[src/rtl/bist_pkg.sv]
// Shared BIST types and default constants, used by the controller and the LFSR/MISR datapath.
package bist_pkg;

  typedef enum logic [2:0] {
    S_IDLE,
    S_SEED,
    S_RUN,
    S_FLUSH,
    S_COMPARE,
    S_DONE
  } bist_state_t;

  localparam logic [15:0] DEFAULT_SEED       = 16'hACE1;
  localparam logic [15:0] DEFAULT_GOLDEN_SIG = 16'h0000;

  // Counter width that still holds n; never narrower than one bit so n=0 stays legal.
  function automatic int cnt_width(input int n);
    return (n < 1) ? 1 : $clog2(n + 1);
  endfunction

endpackage

[src/rtl/bist_cycle_counter.sv]
// Loadable down-counter; 'last' flags the final cycle of a loaded span of length load_val.
module bist_cycle_counter
  import bist_pkg::*;
#(
  parameter int MAX = 1,
  parameter int W   = cnt_width(MAX)
) (
  input  logic         clk,
  input  logic         rst,
  input  logic         load,
  input  logic [W-1:0] load_val,
  input  logic         en,
  output logic         last
);

  logic [W-1:0] count;

  always_ff @(posedge clk or negedge rst) begin
    if (!rst)                   count <= '0;
    else if (load)              count <= load_val;
    else if (en && count != '0) count <= count - 1'b1;
  end

  assign last = (count == W'(1));

endmodule

[src/rtl/bist_ctrl.sv]
// BIST sequencer: seeds the LFSR, runs PATTERN_COUNT patterns, flushes the CUT, checks the MISR.
// Optional BIST_CTRL_SIG_OUT_EN adds a sig_out port holding the signature captured at compare.
module bist_ctrl
  import bist_pkg::*;
#(
  parameter int               WIDTH         = 16,
  parameter int               PATTERN_COUNT = 255,
  parameter int               CUT_LATENCY   = 2,
  parameter logic [WIDTH-1:0] SEED          = DEFAULT_SEED,
  parameter logic [WIDTH-1:0] GOLDEN_SIG    = DEFAULT_GOLDEN_SIG,
  localparam int              CW            = $clog2(PATTERN_COUNT + 1)
) (
  input  logic             clk,
  input  logic             rst,
  input  logic             start,
  input  logic             abort,
  input  logic [WIDTH-1:0] misr_sig,
  output logic             lfsr_load,
  output logic [WIDTH-1:0] lfsr_seed,
  output logic             lfsr_en,
  output logic             misr_clr,
  output logic             misr_en,
  output logic             busy,
  output logic             done,
  output logic             pass,
  output logic [CW-1:0]    pattern_cnt
`ifdef BIST_CTRL_SIG_OUT_EN
  ,
  output logic [WIDTH-1:0] sig_out
`endif
);

  localparam int RW = cnt_width(PATTERN_COUNT);
  localparam int FW = cnt_width(CUT_LATENCY);

  bist_state_t state, next;
  logic        run_last, flush_last;
  logic        kill;

  assign lfsr_seed = SEED;
  assign kill      = abort && busy;

  // Both spans are loaded during SEED; each only counts in its own state.
  bist_cycle_counter #(.MAX(PATTERN_COUNT), .W(RW)) u_run_cnt (
    .clk      (clk),
    .rst      (rst),
    .load     (state == S_SEED),
    .load_val (RW'(PATTERN_COUNT)),
    .en       (state == S_RUN),
    .last     (run_last)
  );

  bist_cycle_counter #(.MAX(CUT_LATENCY), .W(FW)) u_flush_cnt (
    .clk      (clk),
    .rst      (rst),
    .load     (state == S_SEED),
    .load_val (FW'(CUT_LATENCY)),
    .en       (state == S_FLUSH),
    .last     (flush_last)
  );

  always_ff @(posedge clk or negedge rst) begin
    if (!rst) state <= S_IDLE;
    else      state <= next;
  end

  always_comb begin
    next = state;
    unique case (state)
      S_IDLE, S_DONE: if (start && !abort) next = S_SEED;
      S_SEED:         next = abort ? S_IDLE : S_RUN;
      S_RUN: begin
        if (abort)         next = S_IDLE;
        else if (run_last) next = (CUT_LATENCY == 0) ? S_COMPARE : S_FLUSH;
      end
      S_FLUSH: begin
        if (abort)           next = S_IDLE;
        else if (flush_last) next = S_COMPARE;
      end
      S_COMPARE:      next = abort ? S_IDLE : S_DONE;
      default:        next = S_IDLE;
    endcase
  end

  always_comb begin
    lfsr_load = 1'b0;
    misr_clr  = 1'b0;
    lfsr_en   = 1'b0;
    misr_en   = 1'b0;
    busy      = 1'b0;
    unique case (state)
      S_SEED:    begin lfsr_load = 1'b1; misr_clr = 1'b1; busy = 1'b1; end
      S_RUN:     begin lfsr_en = 1'b1; misr_en = 1'b1; busy = 1'b1; end
      S_FLUSH:   begin misr_en = 1'b1; busy = 1'b1; end
      S_COMPARE: busy = 1'b1;
      default: ;
    endcase
  end

  // Result flags clear on entry to SEED so they never overlap busy.
  always_ff @(posedge clk or negedge rst) begin
    if (!rst) begin
      done        <= 1'b0;
      pass        <= 1'b0;
      pattern_cnt <= '0;
    end else if (next == S_SEED) begin
      done        <= 1'b0;
      pass        <= 1'b0;
      pattern_cnt <= '0;
    end else if (kill) begin
      done <= 1'b0;
      pass <= 1'b0;
    end else if (state == S_COMPARE) begin
      done <= 1'b1;
      pass <= (misr_sig == GOLDEN_SIG);
    end else if (state == S_RUN && pattern_cnt != CW'(PATTERN_COUNT)) begin
      pattern_cnt <= pattern_cnt + 1'b1;
    end
  end

`ifdef BIST_CTRL_SIG_OUT_EN
  always_ff @(posedge clk or negedge rst) begin
    if (!rst)                                  sig_out <= '0;
    else if (next == S_SEED || kill)           sig_out <= '0;
    else if (state == S_COMPARE)               sig_out <= misr_sig;
  end
`endif

endmodule

[config.mk]
export PLATFORM = sky130hd
export DESIGN_NAME = bist_ctrl
export DESIGN_NICKNAME = d
export VERILOG_FILES = /design/src/rtl/bist_pkg.sv /design/src/rtl/bist_cycle_counter.sv /design/src/rtl/bist_ctrl.sv
export SDC_FILE = /design/constraint.sdc
export NUM_CORES = 1
export LEC_CHECK = 0
export ABC_AREA = 1
export CORE_MARGIN = 4
export CORE_UTILIZATION = 35
export DETAILED_ROUTE_END_ITERATION = 8
export PLACE_DENSITY = 0.7
export SKIP_CTS_REPAIR_TIMING = 1
export SLEW_MARGIN = 20
export SYNTH_ARGS = -nofsm -noshare
export SYNTH_HDL_FRONTEND = slang
export SYNTH_SLANG_ARGS = --single-unit
[constraint.sdc]
create_clock -name clk -period 1.94 [get_ports clk]
set_input_delay 0.388 -clock clk [delete_from_list [all_inputs] [get_ports clk]]
set_output_delay 0.388 -clock clk [all_outputs]
set_load 0.02 [all_outputs]
==> out/metrics.cfg <==
[floorplan]
start_util_pct=37.1
die_area_um2=5450
die_y_um=73.8
ios=51
die_w_um=73.8
core_um2=4090
rows=23

[layout]
diodes=0
nNetsFinal=265
final_cell_area_um2=1950
final_cell_mix=nor2_1 (30), nand2_1 (29), clkdlybuf4s50_1 (29), inv_1 (23), dfrtp_1 (23)
nFillCells=408
final_common_cell=nor2_1
drive_gt1_share_pct=13.0
layout-area-overhead-vs-synth_pct=28.9

[sta]
skew_ns=0.00274
rsz0062_at_grt=no
holdWs_ns=0.469
hold_violations=0
period_share_pct=90.6
fmax_mhz=569
min_period_ns=1.76
slew_violations=0
finalSetupViolations=0

[placed_design]
hpwl_um=2570
gp_congestion=0.806
place_area_um2=1900
io_buffer_count=34

[critical_path]
cp-end-kind=primary output
path_class=flip-flop to primary output
worstPathRequired_ns=1.55
critPathArrivalTime_ns=1.37
rrSetupSlack_ns=0.36
crit_fanout=3
crit_path_start_kind=flip-flop
r2r_cells=7
reg2reg_to=u_run_cnt.count[6]
r2r_start=u_run_cnt.count[0]

[global_routing]
antenna_found_initial=0
grt_max_degree=24
track_usage_pct=12.3
grt_pass1_vias=1208
grt_pass1_wl_um=5290
grt_overflow_total=0

[clocking]
clock-sinks=23
cts_buffer_depth=2
clk_pin_slew_ns=0.08
clock_latency_ns=0.26
cts_tree=done
numCtsBuffers=3
cts-htree-levels=1
cts-root-buf=clkbuf_8

[synth]
synth_area_um2=1520
yosysWarnings=0
synth_edf_count=0
synth_seq_cells=23
synthFlopType=dfrtp_1
ys_async_sr_fraction_pct=100
synth_cell_types=28
avgSynthCellArea_um2=7.70
ys_seq_area_share_pct=38.0
syn-instance-count=197

[min_path]
hold_path_class=input port to async pin

[power_and_ir_drop]
p_leak_uw=0.000950
power_density_nw_per_um2=910
power_uw=1780
ir_drop_mv=0.326

[routing]
viasPerCell=4.56
post_drt_wl_per_cell_um=11.1
drt_iter0_markers=55
drc=0
ant_nets=0
routed_wl_um=3200
vias=1317
dr.pass1.iters=4

[run]
drv_cap=0

[outcome]
status=finished, final reports clean

area by class of cell:
class / count / area (um2) / share of cell area, %
Clock buffer: 4 / 45.0 / 2.30
Inverter: 25 / 96.3 / 4.93
Multi-Input combinational cell: 146 / 769 / 39.4
Sequential cell: 23 / 576 / 29.4
Tap cell: 50 / 62.6 / 3.20
Timing Repair Buffer: 41 / 405 / 20.7
how the worst max path moves through the flow:
stage	endpoint	from	slack (ns)	depth (start not counted)
2_1_floorplan	u_run_cnt.count[7]	state[2]	0.37	8
3_3_place_gp	pattern_cnt[3]	abort	0.07	8
3_5_place_dp	pattern_cnt[3]	abort	0.05	8
4_1_cts	busy	state[1]	-0.21	6
5_1_grt	busy	state[1]	0.08	6
6_report	busy	state[1]	0.18	6
report_power, final:
group          leakage, uW  internal [uW]  total, uW  switching, uW
Clock            0.0000228            147        301            154
Combinational     0.000646            328        851            523
Sequential        0.000281            563        626           62.8
Total             0.000950           1040       1780            740
worst max-delay path, cell delays in order, from the launching register on:
cell and delay [ns]:
dfrtp_1 0.38, inv_1 0.11, nand2_1 0.07, nor2_1 0.12, inv_1 0.08, nand3_1 0.09
dlymetal6s2s_1 0.24
metal layers:
metal	global-route usage (%)	share of wire, %	vias up
li1	-	-	675
met1	16.4	46	589
met2	18.7	43	46
met3	2.60	8.8	7
met4	6.04	2.5	0
met5	0	0	-
Yosys cell counts, types with 2 or more instances:
library cell / n / area (um2)
ha_1: 5 / 62.6
buf_4: 17 / 128
nor2_1: 30 / 113
a21oi_1: 2 / 10.0
o21ai_0: 12 / 60.1
inv_1: 23 / 86.3
nand4_1: 3 / 18.8
xor2_1: 6 / 52.6
nand2_2: 4 / 25.0
nand3_1: 14 / 70.1
nor4_1: 2 / 12.5
nand3b_1: 2 / 15.0
dfrtp_1: 23 / 576
o21ai_1: 2 / 10.0
nand2_1: 29 / 109
nor2_2: 8 / 50.1
a22oi_1: 2 / 15.0
nor2_4: 2 / 22.5
conb_1: 2 / 7.51
registers in the layout (all words and copies together), names as in the netlist:
signal / flops
pattern_cnt: 8
u_run_cnt.count: 8
state: 3
u_flush_cnt.count: 2
done: 1
pass: 1
cells by family after synthesis:
logic type / Yosys count / synth area share (%)
flops: 23 / 38.0
other cells: 2 / 0.495
simple gates: 98 / 30.9
compound gates: 21 / 8.33
buf+inv: 42 / 14.8
fa+ha+maj: 5 / 4.13
xor+xnor: 6 / 3.47
per-stage QoR:
step / TNS (ns) / cells / utilization [%] / setup WS, ns
global placement: 0 / 285 / 46.4 / 0.0713
finish: 0 / 289 / 47.8 / 0.183
floorplan: 0 / 211 / - / 0.365
CTS: -0.587 / 289 / 47.5 / -0.212
global route: 0 / 289 / 47.8 / 0.0833
detailed placement: 0 / 285 / 46.4 / 0.0484
Power figures use the tool's default switching activity.
